### config.mk
export PLATFORM = sky130hd
export DESIGN_NAME = mig_ui_arbiter
export DESIGN_NICKNAME = d
export VERILOG_FILES = /design/src/rtl/mig_ui_arbiter.sv
export SDC_FILE = /design/constraint.sdc
export NUM_CORES = 1
export LEC_CHECK = 0
export ABC_CLOCK_PERIOD_IN_PS = 5300
export BUFFER_PORTS_ARGS = -buffer_cell sky130_fd_sc_hd__buf_4
export CAP_MARGIN = 15
export CELL_PAD_IN_SITES_DETAIL_PLACEMENT = 1
export CELL_PAD_IN_SITES_GLOBAL_PLACEMENT = 1
export CORE_AREA = 5 5 333 335
export CTS_BUF_LIST = sky130_fd_sc_hd__clkbuf_4
export CTS_CLUSTER_DIAMETER = 50
export DETAILED_ROUTE_END_ITERATION = 8
export DIE_AREA = 0 0 338 340
export PLACE_DENSITY_LB_ADDON = 0.1
export RECOVER_POWER = 50
export SYNTH_ARGS = -nofsm -noshare
export SYNTH_HDL_FRONTEND = slang
export SYNTH_SLANG_ARGS = --single-unit
### constraint.sdc
create_clock -name clk -period 5.3 [get_ports clk]
set_clock_uncertainty 0.15 [all_clocks]
set_input_delay 0.265 -clock clk [delete_from_list [all_inputs] [get_ports clk]]
set_output_delay 0.265 -clock clk [all_outputs]
set_load 0.02 [all_outputs]
### src/rtl/mig_ui_arbiter.sv
// rtl/mig_ui_arbiter.sv - two-requester round-robin arbiter/sequencer for the MIG user interface.
// Define ARB_FIXED_PRIO_EN to make r0 always win ties instead of round-robin.
module mig_ui_arbiter #(
  parameter int ADDR_W    = 27,
  parameter int DATA_W    = 128,
  parameter int TAG_DEPTH = 8
) (
  input  logic              clk,
  input  logic              rst,
  input  logic              r0_req,
  input  logic              r0_we,
  input  logic [ADDR_W-1:0] r0_addr,
  input  logic [DATA_W-1:0] r0_wdata,
  output logic              r0_gnt,
  output logic              r0_wack,
  output logic [DATA_W-1:0] r0_rdata,
  output logic              r0_rvalid,
  input  logic              r1_req,
  input  logic              r1_we,
  input  logic [ADDR_W-1:0] r1_addr,
  input  logic [DATA_W-1:0] r1_wdata,
  output logic              r1_gnt,
  output logic              r1_wack,
  output logic [DATA_W-1:0] r1_rdata,
  output logic              r1_rvalid,
  output logic [ADDR_W-1:0] app_addr,
  output logic [2:0]        app_cmd,
  output logic              app_en,
  input  logic              app_rdy,
  output logic [DATA_W-1:0] app_wdf_data,
  output logic              app_wdf_wren,
  output logic              app_wdf_end,
  input  logic              app_wdf_rdy,
  input  logic [DATA_W-1:0] app_rd_data,
  input  logic              app_rd_data_valid,
  input  logic              app_rd_data_end,
  output logic              rd_err
);

  localparam int PTR_W = (TAG_DEPTH > 1) ? $clog2(TAG_DEPTH) : 1;
  localparam int CNT_W = PTR_W + 1;
  localparam logic [CNT_W-1:0] FULL_CNT = CNT_W'(TAG_DEPTH);
  localparam logic [CNT_W-1:0] CNT_ONE  = CNT_W'(1);
  localparam logic [PTR_W-1:0] PTR_ONE  = PTR_W'(1);

  typedef enum logic [1:0] {S_IDLE, S_CMD, S_WD0, S_WD1} state_t;

  state_t              r_state;
  logic                r_sel;
  logic                r_we;
  logic                r_last_gnt;
  logic                r_app_en;
  logic [2:0]          r_app_cmd;
  logic [ADDR_W-1:0]   r_app_addr;
  logic                r_wdf_wren;
  logic                r_wdf_end;
  logic                r_tag_mem [TAG_DEPTH];
  logic [PTR_W-1:0]    r_wr_ptr;
  logic [PTR_W-1:0]    r_rd_ptr;
  logic [CNT_W-1:0]    r_count;
  logic                r_rd_err;

  logic w_elig0, w_elig1, w_pick, w_push, w_pop, w_nonempty, w_head;

  // Reads need a free tag slot; writes never do.
  assign w_elig0    = r0_req & (r0_we | (r_count < FULL_CNT));
  assign w_elig1    = r1_req & (r1_we | (r_count < FULL_CNT));
`ifdef ARB_FIXED_PRIO_EN
  assign w_pick     = ~w_elig0;
`else
  assign w_pick     = (w_elig0 & w_elig1) ? ~r_last_gnt : w_elig1;
`endif
  assign w_push     = r_app_en & app_rdy & ~r_we;
  assign w_nonempty = (r_count != '0);
  assign w_head     = r_tag_mem[r_rd_ptr];
  assign w_pop      = app_rd_data_valid & app_rd_data_end & w_nonempty;

  assign app_en       = r_app_en;
  assign app_cmd      = r_app_cmd;
  assign app_addr     = r_app_addr;
  assign app_wdf_wren = r_wdf_wren;
  assign app_wdf_end  = r_wdf_end;
  assign app_wdf_data = r_wdf_wren ? (r_sel ? r1_wdata : r0_wdata) : '0;
  assign r0_gnt       = r_app_en & app_rdy & ~r_sel;
  assign r1_gnt       = r_app_en & app_rdy & r_sel;
  assign r0_wack      = r_wdf_wren & app_wdf_rdy & ~r_sel;
  assign r1_wack      = r_wdf_wren & app_wdf_rdy & r_sel;
  assign r0_rdata     = app_rd_data;
  assign r1_rdata     = app_rd_data;
  assign r0_rvalid    = app_rd_data_valid & w_nonempty & ~w_head;
  assign r1_rvalid    = app_rd_data_valid & w_nonempty & w_head;
  assign rd_err       = r_rd_err;

  always_ff @(posedge clk or posedge rst) begin
    if (rst) begin
      r_state    <= S_IDLE;
      r_sel      <= 1'b0;
      r_we       <= 1'b0;
      r_last_gnt <= 1'b1;
      r_app_en   <= 1'b0;
      r_app_cmd  <= 3'b000;
      r_app_addr <= '0;
      r_wdf_wren <= 1'b0;
      r_wdf_end  <= 1'b0;
    end else begin
      case (r_state)
        S_IDLE: begin
          if (w_elig0 | w_elig1) begin
            r_sel      <= w_pick;
            r_we       <= w_pick ? r1_we : r0_we;
            r_app_cmd  <= (w_pick ? r1_we : r0_we) ? 3'b000 : 3'b001;
            r_app_addr <= w_pick ? r1_addr : r0_addr;
            r_app_en   <= 1'b1;
            r_state    <= S_CMD;
          end
        end
        S_CMD: begin
          if (app_rdy) begin
            r_app_en <= 1'b0;
            if (r_we) begin
              r_wdf_wren <= 1'b1;
              r_wdf_end  <= 1'b0;
              r_state    <= S_WD0;
            end else begin
              r_last_gnt <= r_sel;
              r_state    <= S_IDLE;
            end
          end
        end
        S_WD0: begin
          if (app_wdf_rdy) begin
            r_wdf_end <= 1'b1;
            r_state   <= S_WD1;
          end
        end
        S_WD1: begin
          if (app_wdf_rdy) begin
            r_wdf_wren <= 1'b0;
            r_wdf_end  <= 1'b0;
            r_last_gnt <= r_sel;
            r_state    <= S_IDLE;
          end
        end
        default: r_state <= S_IDLE;
      endcase
    end
  end

  // Tag FIFO: one entry per outstanding read, popped on the last beat of each return burst.
  always_ff @(posedge clk or posedge rst) begin
    if (rst) begin
      r_wr_ptr <= '0;
      r_rd_ptr <= '0;
      r_count  <= '0;
      r_rd_err <= 1'b0;
    end else begin
      if (w_push) r_wr_ptr <= r_wr_ptr + PTR_ONE;
      if (w_pop)  r_rd_ptr <= r_rd_ptr + PTR_ONE;
      case ({w_push, w_pop})
        2'b10:   r_count <= r_count + CNT_ONE;
        2'b01:   r_count <= r_count - CNT_ONE;
        default: r_count <= r_count;
      endcase
      if (app_rd_data_valid & ~w_nonempty) r_rd_err <= 1'b1;
    end
  end

  always_ff @(posedge clk) begin
    if (w_push) r_tag_mem[r_wr_ptr] <= r_sel;
  end

endmodule

Yosys cells after proc, flatten, opt, wreduce, memory -nomap -nowiden
Memory sizes are Yosys's and may differ from the RTL's.
Cells that the tools add are included.
{"block": "word_totals", "output_inout_bits": 424, "memories": 1, "ff_bits": 49, "ramBits": 8, "elab_cells": 96}
{"name": "r_tag_mem", "depth": 8, "width": 1, "read_ports": 1, "rd_ports_with_merged_regs": 0, "write_ports": 1, "line": "57", "rtl": "logic r_tag_mem [TAG_DEPTH];"}
{"block": "classes", "n_bitwise": 24, "order_cmp": 1, "mux": 30, "add_sub_neg": 4, "reduce_logical": 12, "eq_ne": 11}
{"cell": "two-way mux 128 bit", "n": 2}
{"cell": "two-way mux 27 bit", "n": 1}
{"cell": "bitwise AND 1 bit", "n": 16}
{"cell": "two-way mux 1 bit", "n": 16}
{"cell": "inequality test 2 bit, second input constant", "n": 6}
{"cell": "AND reduction 4 bit", "n": 3}
{"cell": "two-way mux 2 bit", "n": 5}
{"cell": "one-hot mux 2 bit (4 select lines)", "n": 1}
{"cell": "one-hot mux 4 bit (2 select lines)", "n": 1}
{"cell": "adder 3 x 1 -> 3 bit, second input constant", "n": 2}
{"cell": "== test 2 bit, second input constant", "n": 3}
{"cell": "one-hot mux 1 bit (2 select lines)", "n": 3}
{"cell": "nonzero test 2 bit", "n": 3}
{"cell": "inverter 1 bit", "n": 5}
{"cell": "AND reduction 5 bit", "n": 1}
{"cell": "adder 4 x 1 -> 4 bit, second input constant", "n": 1}
{"cell": "== test 2 x 1 -> 1 bit, second input constant", "n": 2}
{"cell": "< comparator 4 bit, second input constant", "n": 1}
{"cell": "nonzero test 4 bit", "n": 1}
{"cell": "subtractor 4 x 1 -> 4 bit, second input constant", "n": 1}
{"cell": "bitwise OR 1 bit", "n": 3}
{"cell": "one-hot mux 1 bit (3 select lines)", "n": 1}
{"cell": "AND reduction 3 bit", "n": 1}
{"cell": "nonzero test 3 bit", "n": 1}
{"cell": "2 further kinds", "n": 2}

Depth between registers and ports, before layout
Gate-level depths: netlist of the first run.
{"block": "logic_depth", "depth_word": 7, "ltp_mapped": 10}

Worst setup path before layout of the first run
Ideal clock, no wire load.
{"block": "synth_timing", "kind": "register to register", "from": "reg r_count[1]", "to": "reg r_count[2]", "period_less_slack_ns": 2.532, "path_stages_with_launch": 11, "setup_slack_ns": 2.768, "required_time_ns": 5.025, "t_arrival_ns": 2.257, "cell_sequence": "dfrtp_1 > or4_4 > and3_4 > buf_6 > ha_1 > xor2_1 > ha_1 > a21oi_1 > xor2_1 > nor2_1 > xor2_1"}
{"block": "synth_between", "elab_chain_len": 4}
{"element": "start: declaration", "line": "60", "rtl": "logic [CNT_W-1:0] r_count;"}
{"element": "start signal: assignment", "line": "160", "rtl": "2'b10: r_count <= r_count + CNT_ONE;"}
{"element": "start signal: assignment", "line": "161", "rtl": "2'b01: r_count <= r_count - CNT_ONE;"}
{"element": "start signal: assignment", "line": "162", "rtl": "default: r_count <= r_count;"}
{"element": "nonzero test 4 bit (*)", "line": "74", "rtl": "assign w_nonempty = (r_count != '0);"}
{"element": "bitwise AND 1 bit (*)", "line": "76", "rtl": "assign w_pop = app_rd_data_valid & app_rd_data_end & w_nonempty;"}
{"element": "via w_pop", "line": "63", "rtl": "logic w_elig0, w_elig1, w_pick, w_push, w_pop, w_nonempty, w_head;"}
{"element": "== test 2 x 1 -> 1 bit / == test 2 bit (equally long branches)", "line": "159", "rtl": "case ({w_push, w_pop})"}
{"element": "one-hot mux 4 bit (2 select lines) / nonzero test 2 bit (equally long branches)"}
The timed path passes the listed nets; every way through them passes the cells marked *.
A chain may end at the register's enable or synchronous reset.

Worst setup path in the final report of the first run
{"block": "layout_timing", "from": "reg r_sel", "to": "out app_wdf_data[10]"}
{"block": "layout_between", "elab_chain_len": 2}
{"element": "start: declaration", "line": "49", "rtl": "logic r_sel;"}
{"element": "start signal: assignment", "line": "109", "rtl": "r_sel <= w_pick;"}
{"element": "two-way mux 128 bit (2 in series)", "line": "83", "rtl": "assign app_wdf_data = r_wdf_wren ? (r_sel ? r1_wdata : r0_wdata) : '0;"}
{"element": "end: declaration", "line": "30", "rtl": "output logic [DATA_W-1:0] app_wdf_data,"}
Every way passes these cells.

==> results of run 1 <==
==> worst paths after layout <==
kind	to	cells past startpoint
setup / recovery	app_wdf_data[10]	4
hold / removal	app_addr[14]$_DFFE_PP0P_	3
setup reg to reg	app_addr[12]$_DFFE_PP0P_	6
hold reg to reg	r_rd_ptr[2]$_DFFE_PP0P_	1
max in group asynchronous	app_addr[12]$_DFFE_PP0P_	4
min in group asynchronous	rd_err$_DFFE_PP0P_	3
==> registers in the layout, indices dropped and copies added, names as in the netlist, 3 cells and up, named ones only <==
name and cells:
r_wr_ptr 3, r_count 4, r_rd_ptr 3, app_addr 27, r_tag_mem 8
==> routing by layer <==
layer	vias up	wire length, um
met3	128	3944
met4	6	1244
li1	2841	-
met2	355	20530
met5	-	39
met1	2837	13830
==> kinds of logic after synthesis <==
logic type	Yosys count	share of synthesized area
flops	55	0.2088
xor+xnor	8	0.01032
simple gates	203	0.1690
compound gates	46	0.03760
mux	165	0.2482
buf+inv	304	0.3163
fa+ha+maj	5	0.009215
other cells	1	0.0005524
==> cells in the mapped netlist <==
cell	number
nand2b_1	4
conb_1	1
a31oi_1	1
o21bai_1	2
clkbuf_1	20
and3_4	1
nand3b_1	1
a32o_1	1
a211oi_2	1
o21ai_0	4
buf_2	18
nor3_1	2
mux2_1	1
a21oi_1	35
buf_4	260
ha_1	5
buf_6	1
and3b_1	1
mux2_4	1
and4bb_2	1
a22oi_1	1
nor2b_1	131
nand2_1	18
nor2_1	39
dfrtp_1	46
inv_1	5
o221ai_1	1
xnor2_1	4
nand3_1	1
edfxtp_1	8
mux2_2	2
nor4bb_1	1
dfstp_2	1
mux2i_1	159
mux4_2	2
and3_1	2
xor2_1	4
or4_4	1
==> area by class of cell <==
type	instances	area, sq um
Antenna cell	3	7.507
Clock buffer	5	37.54
Clock inverter	3	27.53
Fill cell	12880	96950
Inverter	5	18.77
Multi-Input combinational cell	429	3253
Sequential cell	55	1425
Tap cell	1414	1769
Timing Repair Buffer	552	4309
==> where the power goes <==
group,leakage [nW],switching [mW],internal [mW]
Sequential,0.600,0.300,0.620
Combinational,4.02,1.96,1.66
Clock,0.0333,0.183,0.0557
Total,4.65,2.44,2.34
==> critical path: cells and delay by family, from the launching register on <==
family | cells | cell delay, ns
DFF | 1 | 0.93
and+or+nand+nor | 1 | 0.17
muxes | 1 | 0.17
buffers and inverters | 2 | 0.86
==> per-stage QoR <==
step	instance area (sq um)	hold slack [ns]	setup WS [ns]
final	10850	0.03546	2.183
after global routing	10840	0.001466	1.915
after CTS	10840	0.002442	2.015
after detailed placement	10160	0.1032	2.636
after global placement	10160	0.1005	2.583
after floorplan	6793	0.2494	2.768
==> results.json, run 1 <==
{
  "outcome": "completed",
  "port-buffer-count": 485,
  "finalCriticalPeriod_ns": 3.117,
  "io_pins": 872,
  "initial_utilization": 0.06298,
  "coreArea_sq_um": 107800,
  "min_path_type": "in2reg",
  "cp.arrival_ns": 2.70,
  "rsz0062_at_grt": "false",
  "yosysSeqAreaShare": 0.2088,
  "cap_viol_max_count": 0,
  "final_core_util": 0.1006,
  "cts_setup_buffers": 0,
  "hold_buffers": 61,
  "die_area_sq_um": 114900,
  "grt-busiest-layer": "met2",
  "cts.clk_slew.worst_paths_ns": 0.21,
  "critPathLaunch": "r_sel$_DFFE_PP0P_",
  "crit_chain": "buf_4 -> mux2i_1 -> nor2b_1 -> buf_4",
  "gp_congestion": 0.6957,
  "cts_htree_levels": 2,
  "setup.worst_path.end_class": "output pin",
  "fin_crit_sh": 0.5881,
  "p_leak_nw": 4.650,
  "cts-buffers-inserted": 5,
  "antenna_found_initial": 5,
  "power_density_nw_per_um2": 440.2,
  "grt_overflow": 0,
  "r2r_start": "r_last_gnt$_DFFE_PP1P_",
  "met2_usage": 0.1186,
  "nets": 1501,
  "syn_area_sq_um": 6789,
  "cts_root_buffer": "clkbuf_4",
  "slew_headroom": 0.3374,
  "grt_pass1_wl_mm": 53.02,
  "row_count": 121,
  "grt_max_degree": 78,
  "finalMaxSlewViolations": 0,
  "crit_slowest_cell": "dfrtp_4",
  "layout-drive-gt1-share": 0.4881,
  "cts.sinks": 55,
  "ant_nets": 0,
  "met3_usage": 0.02562,
  "routed_via_density": 2.501,
  "synth.ff_latch_count": 55,
  "cp_max_fo": 42,
  "drc_errors": 0,
  "synth_cells": 787,
  "layoutNonFillerInstCount": 2466,
  "syn_to_final_growth_pct": 59.79,
  "yosys_warnings": 0,
  "placed_cells": 2394,
  "die_w_um": 338,
  "final_common_cell": "buf_4",
  "p_total_mw": 4.776,
  "slowest_delay_ns": 0.93,
  "worstMarginPinSlew_ns": 0.9907,
  "max_freq_ghz": 0.3208,
  "grt_use_met1": 0.06472,
  "finalSetupViolCount": 0,
  "clk_path_buf_depth": 2,
  "grt_pass1_vias": 6908,
  "cts_resized": 0,
  "fin_tns_setup_ns": 0,
  "insertion_delay_ns": 0.48,
  "final_cell_mix": "buf_4 (489), mux2i_1 (159), nor2b_1 (131)",
  "hp-start": "r0_addr[14]",
  "cts_tree": "built",
  "fp.dieH_um": 340,
  "required_ns": 4.89,
  "hold_viol_final": 0,
  "syn_avg_cell_area_sq_um": 8.626,
  "synthTopCellsByArea": "buf_4 (29%), mux2i_1 (23%), dfrtp_1 (17%)",
  "hpwl_mm": 33.17,
  "path_common_cell": "buf_4",
  "yosys.area.top_type": "buf_4",
  "firstDrtPassIters": 4,
  "synth_top_cell_area_share": 0.2875,
  "wl_per_cell_um": 16.05,
  "critPathLaunchType": "flip-flop",
  "dr.first_iter.drc_count": 113,
  "worst-setup-path-type": "reg2out",
  "synth_cell_types": 38,
  "timing.reg2reg.setup_slack_ns": 2.66,
  "grt_usage": 0.06386,
  "vdd_drop_max_mv": 0.1910,
  "vias": 6167,
  "routed_wl_mm": 39.59
}
Power figures use the tool's default switching activity.
==> run 2: changes to the inputs <==
Settings changed: ABC_AREA set to 1, ABC_CLOCK_PERIOD_IN_PS 5300 to 2900, CORE_AREA 5 5 333 335 to 5 5 339 341, DIE_AREA 0 0 338 340 to 0 0 344 346.
Clock period 5.3 ns to 2.9 ns, I/O delays scaled along.
==> run 2 against run 1 <==
Against the previous run: first-iteration DRC count grew 120%; critical path type unchanged; synthesized cell count grew 40%; via count grew 26%; largest cell class unchanged; highest routed layer unchanged; critical endpoint is now app_wdf_data[99]; non-clock buffer count grew 15; largest power group unchanged.
==> results.json, run 2 <==
{
  "setup.worst_path.end_class": "output pin",
  "final_cell_mix": "buf_4 (496), nor2_1 (284), o21ai_0 (141)",
  "hpwl_mm": 46.96,
  "synth.ff_latch_count": 55,
  "drc_errors": 0,
  "cts-buffers-inserted": 5,
  "hold_viol_final": 0,
  "ys_async_sr_fraction": 0.8545,
  "critPathLaunchType": "flip-flop",
  "nets": 1812,
  "io_pins": 872,
  "fin_tns_setup_ns": 0,
  "r2r_start": "r_count[3]$_DFFE_PP0P_",
  "synth_cells": 1099,
  "fp.dieH_um": 346,
  "timing.reg2reg.setup_slack_ns": 0.33,
  "cts.sinks": 55,
  "rsz0062_at_grt": "false",
  "required_ns": 2.61,
  "yosysMostFrequentCell": "nor2_1",
  "largest_reg_flops": 27,
  "ant_nets": 0,
  "clk_path_buf_depth": 2,
  "syn_area_sq_um": 6847,
  "grt_max_degree": 91,
  "syn_to_final_growth_pct": 62.28,
  "row_count": 123,
  "gp_congestion": 0.7298,
  "max_freq_ghz": 0.3786,
  "slew_headroom": 0.4402,
  "final_common_cell": "buf_4",
  "r2r_cells": 9,
  "port-buffer-count": 485,
  "cts_htree_levels": 2,
  "grt_usage": 0.08917,
  "synth-main-ff-cell": "dfrtp_1",
  "die_w_um": 344,
  "cts.clk_slew.worst_paths_ns": 0.19,
  "outcome": "completed",
  "synth_cell_types": 33,
  "finalMaxSlewViolations": 0,
  "routed_via_density": 2.709,
  "fin_hold_ws_ns": 0.1400,
  "synthTopCellsByArea": "buf_4 (29%), dfrtp_1 (17%), nor2_1 (16%)",
  "worstMarginPinSlew_ns": 0.8387,
  "syn_avg_cell_area_sq_um": 6.230,
  "cap_viol_max_count": 0,
  "reg2reg_to": "app_addr[7]$_DFFE_PP0P_",
  "initial_utilization": 0.06136,
  "fin_crit_sh": 0.9107,
  "vias": 7773,
  "synth_common_cells": "nor2_1 (284), buf_4 (260), o21ai_0 (141), nand2_1 (125), inv_1 (79)",
  "wl_per_cell_um": 19.33,
  "endpoint": "app_wdf_data[99]",
  "finalCriticalPeriod_ns": 2.641,
  "min_path_type": "in2out",
  "firstDrtPassIters": 4,
  "yosys_warnings": 0,
  "cts_setup_buffers": 0,
  "grt_pass1_wl_mm": 74.38,
  "cp_max_fo": 50,
  "layout-drive-gt1-share": 0.4015,
  "final_core_util": 0.09958,
  "cp.arrival_ns": 2.35,
  "cts_root_buffer": "clkbuf_4",
  "die_area_sq_um": 119000,
  "synth_top_cell_area_share": 0.2851,
  "dr.first_iter.drc_count": 246,
  "critPathLaunch": "r_sel$_DFFE_PP0P_",
  "grt_overflow": 0,
  "placed_cell_area_sq_um": 10370,
  "final_cell_area_sq_um": 11110,
  "synth_edf_count": 8,
  "yosysSeqAreaShare": 0.2071,
  "p_leak_nw": 5.242,
  "grt_pass1_vias": 8808,
  "insertion_delay_ns": 0.48,
  "yosys.area.top_type": "buf_4",
  "finalSetupViolCount": 0,
  "power_density_nw_per_um2": 729.1,
  "vdd_drop_max_mv": 0.1627,
  "cts_tree": "built",
  "routed_wl_mm": 55.45,
  "worst-setup-path-type": "reg2out",
  "coreArea_sq_um": 111600,
  "antenna_found_initial": 23
}
==> run 2: logic make-up after synthesis <==
group,Yosys count,synth area share
DFF,55,0.2071
buffers and inverters,400,0.3690
other,1,0.0005477
adders and majority gates,5,0.009137
xor gates and xnor gates,5,0.006397
and+or+nand+nor,480,0.2926
AOI/OAI and AO/OA,153,0.1153
==> run 2: repair_timing <==
item	CTS	global route
pin swaps	0	0
hold endpoints to repair	87	0
setup endpoints to repair	3	1
hold buffers	65	0
resized for setup	1	1
==> run 2: layer usage <==
metal / GRT usage / part of all wire / vias up
li1: - / - / 3670
met1: 0.1033 / 0.40 / 3589
met2: 0.1554 / 0.49 / 388
met3: 0.03405 / 0.090 / 122
met4: 0.01954 / 0.023 / 4
met5: 0.003606 / 0.0014 / -
==> run 2: critical path, cell delays in order, from the launching register on <==
cell and delay (ns):
dfrtp_4 0.62, clkinv_8 0.26, buf_12 0.29, nor2_1 0.11
nor2_1 0.32, buf_4 0.22
==> run 2: through the flow <==
stage          setup WS, ns  total power [mW]  std cells
3_3_place_gp         0.4379             7.824       2787
4_1_cts             0.01851             8.482       2860
5_1_grt             0.04619             8.951       2863
3_5_place_dp         0.4671             7.768       2787
6_report             0.2590             8.101       2869
2_1_floorplan        0.8276             5.054       1100
==> run 2: how the worst min path moves through the flow <==
| stage | from | endpoint | slack, ns | cells after the start |
|---|---|---|---|---|
| floorplan | app_rd_data_valid | rd_err$_DFFE_PP0P_ | 0.13 | 2 |
| global placement | rst | app_addr[12]$_DFFE_PP0P_ | 0.07 | 2 |
| detailed placement | rst | app_addr[12]$_DFFE_PP0P_ | 0.08 | 2 |
| CTS | rst | app_addr[12]$_DFFE_PP0P_ | 0.01 | 3 |
| global route | app_rd_data[126] | r0_rdata[126] | 0.14 | 0 |
| finish | app_rd_data[85] | r0_rdata[85] | 0.14 | 0 |
==> run 2: layout make-up <==
type                    instances  area, sq um
inverters                      85        331.6
well taps                    1500         1877
multi-input cells             645         2915
clock inverters                 3        20.02
flip-flops and latches         55         1425
diodes                          9        22.52
fillers                     13520       100500
repair buffers                567         4482
clock buffers                   5        37.54
==> run 2: where the power goes <==
| part | total [mW] | internal, mW | switching, mW |
|---|---|---|---|
| Combinational | 6.18 | 2.29 | 3.89 |
| Sequential | 1.50 | 1.13 | 0.365 |
| Clock | 0.424 | 0.0931 | 0.331 |
| Total | 8.10 | 3.51 | 4.59 |
==> run 3: changes to the inputs <==
Settings changed: ABC_CLOCK_PERIOD_IN_PS 2900 to not set, PLACE_DENSITY_LB_ADDON 0.1 to 0.2.
==> run 3 against run 2 <==
Against the previous run: register-to-register slack better by 0.09 ns; sequential share of layout area is essentially flat; routed wire length up 4.8%; core utilization hardly changed; combinational power fell by 2%; sequential cell count did not move; worst hold slack is essentially flat; first-iteration DRC count rose by 22%; power fell by 1.2%; die area stayed put; global-route usage rose by 0.39 points; via count grew 1.3%; critical path type unchanged; critical endpoint is now app_wdf_data[31]; highest routed layer unchanged.
==> results.json, run 3 (same netlist as run 2, synthesis figures left out) <==
{
  "fin_hold_ws_ns": 0.1400,
  "required_ns": 2.61,
  "initial_utilization": 0.06136,
  "power_density_nw_per_um2": 718.8,
  "cp.arrival_ns": 2.37,
  "grt_use_met1": 0.1051,
  "cts_setup_buffers": 0,
  "antenna_found_initial": 29,
  "die_area_sq_um": 119000,
  "finalCriticalPeriod_ns": 2.667,
  "fp.dieH_um": 346,
  "grt_max_degree": 84,
  "fin_tns_setup_ns": 0,
  "cts-buffers-inserted": 5,
  "cap_viol_max_count": 0,
  "met2_usage": 0.1641,
  "post-place-ws_ns": 0.5369,
  "finalMaxSlewViolations": 0,
  "firstDrtPassIters": 4,
  "finalSetupViolCount": 0,
  "p_leak_nw": 5.261,
  "grt_overflow": 0,
  "outcome": "completed",
  "syn_to_final_growth_pct": 62.55,
  "cts_htree_levels": 2,
  "final_core_util": 0.09975,
  "grt_pass1_vias": 8851,
  "finalWorstSetupSlack_ns": 0.2332,
  "rsz0062_at_grt": "false",
  "largest_reg_flops": 27,
  "met3_usage": 0.03690,
  "coreArea_sq_um": 111600,
  "final_common_cell": "buf_4",
  "clk_path_buf_depth": 2,
  "wl_per_cell_um": 20.22,
  "final_cell_mix": "buf_4 (502), nor2_1 (284), o21ai_0 (141)",
  "io_pins": 872,
  "drc_errors": 0,
  "cts_resized": 0,
  "cts_tree": "built",
  "fin_crit_sh": 0.9196,
  "vias": 7873,
  "ant_nets": 0,
  "worstMarginPinSlew_ns": 1.348,
  "cts_root_buffer": "clkbuf_4",
  "critPathLaunchType": "flip-flop",
  "gp_congestion": 0.7788,
  "routed_wl_mm": 58.09,
  "final_cell_area_sq_um": 11130,
  "nets": 1817,
  "layoutNonFillerInstCount": 2873,
  "placed_cell_area_sq_um": 10400,
  "hp-start": "app_rd_data[114]",
  "p_total_mw": 8.000,
  "insertion_delay_ns": 0.49,
  "min_path_type": "in2out",
  "grt_usage": 0.09308,
  "layout-drive-gt1-share": 0.4044,
  "cp_max_fo": 84,
  "row_count": 123,
  "port-buffer-count": 485,
  "grt-busiest-layer": "met2",
  "slew_headroom": 0.1015,
  "hpwl_mm": 51.05,
  "worst-setup-path-type": "reg2out",
  "dr.first_iter.drc_count": 300,
  "critPathLaunch": "app_wdf_wren$_DFFE_PP0P_",
  "vdd_drop_max_mv": 0.2310,
  "routed_via_density": 2.740,
  "hold_viol_final": 0,
  "cts.sinks": 55,
  "placed_cells": 2792,
  "grt_pass1_wl_mm": 76.60,
  "setup.worst_path.end_class": "output pin",
  "cts.clk_slew.worst_paths_ns": 0.21,
  "die_w_um": 344,
  "max_freq_ghz": 0.3750
}
==> run 3: cell types whose count changed in the layout (fill, tap and decap cells not counted), sizes merged <==
cell and delta:
inv +2, buf +5, clkinv -3, diode -1, clkbuf +1
==> run 3: power by group <==
part / internal [mW] / leakage [nW] / switching [mW]
clock: 0.107 / 0.0323 / 0.323
sequential: 1.13 / 0.640 / 0.361
combinational: 2.31 / 4.59 / 3.76
total: 3.55 / 5.26 / 4.45
==> run 3: path summary, 6_finish.rpt <==
path / depth (start not counted) / slack [ns] / end
worst max-delay path: 4 / 0.23 / app_wdf_data[31]
worst min-delay path: 0 / 0.14 / r0_rdata[114]
worst max register to register: 7 / 0.42 / app_addr[1]$_DFFE_PP0P_
worst min register to register: 2 / 0.36 / app_addr[25]$_DFFE_PP0P_
max in group asynchronous: 3 / 1.20 / r_sel$_DFFE_PP0P_
min in group asynchronous: 3 / 0.42 / app_addr[15]$_DFFE_PP0P_
==> run 3: worst max-delay path: stages (launching register included) <==
cell and delay, ns:
dfrtp_4 0.77, buf_12 0.34, o21ai_0 0.16, nor2_1 0.29, buf_4 0.21
==> run 3: repair_timing <==
action                     in CTS  in global routing
hold endpoints to repair       65                  0
setup endpoints to repair       0                  0
hold buffers                   65                  0
==> run 3: cell type report <==
| class | count | area, sq um |
|---|---|---|
| antenna | 8 | 20.02 |
| inverter | 85 | 324.1 |
| tap | 1500 | 1877 |
| sequential | 55 | 1425 |
| clock inverter | 2 | 16.27 |
| multi-input combinational | 645 | 2915 |
| clock buffer | 6 | 45.04 |
| timing repair buffer | 572 | 4507 |
| fill | 13580 | 100400 |
==> run 3: routing by layer <==
metal  share of wire  vias up
met5          0.0037        -
li1                -     3676
met3           0.095      106
met2            0.49      482
met1            0.39     3605
met4           0.027        4
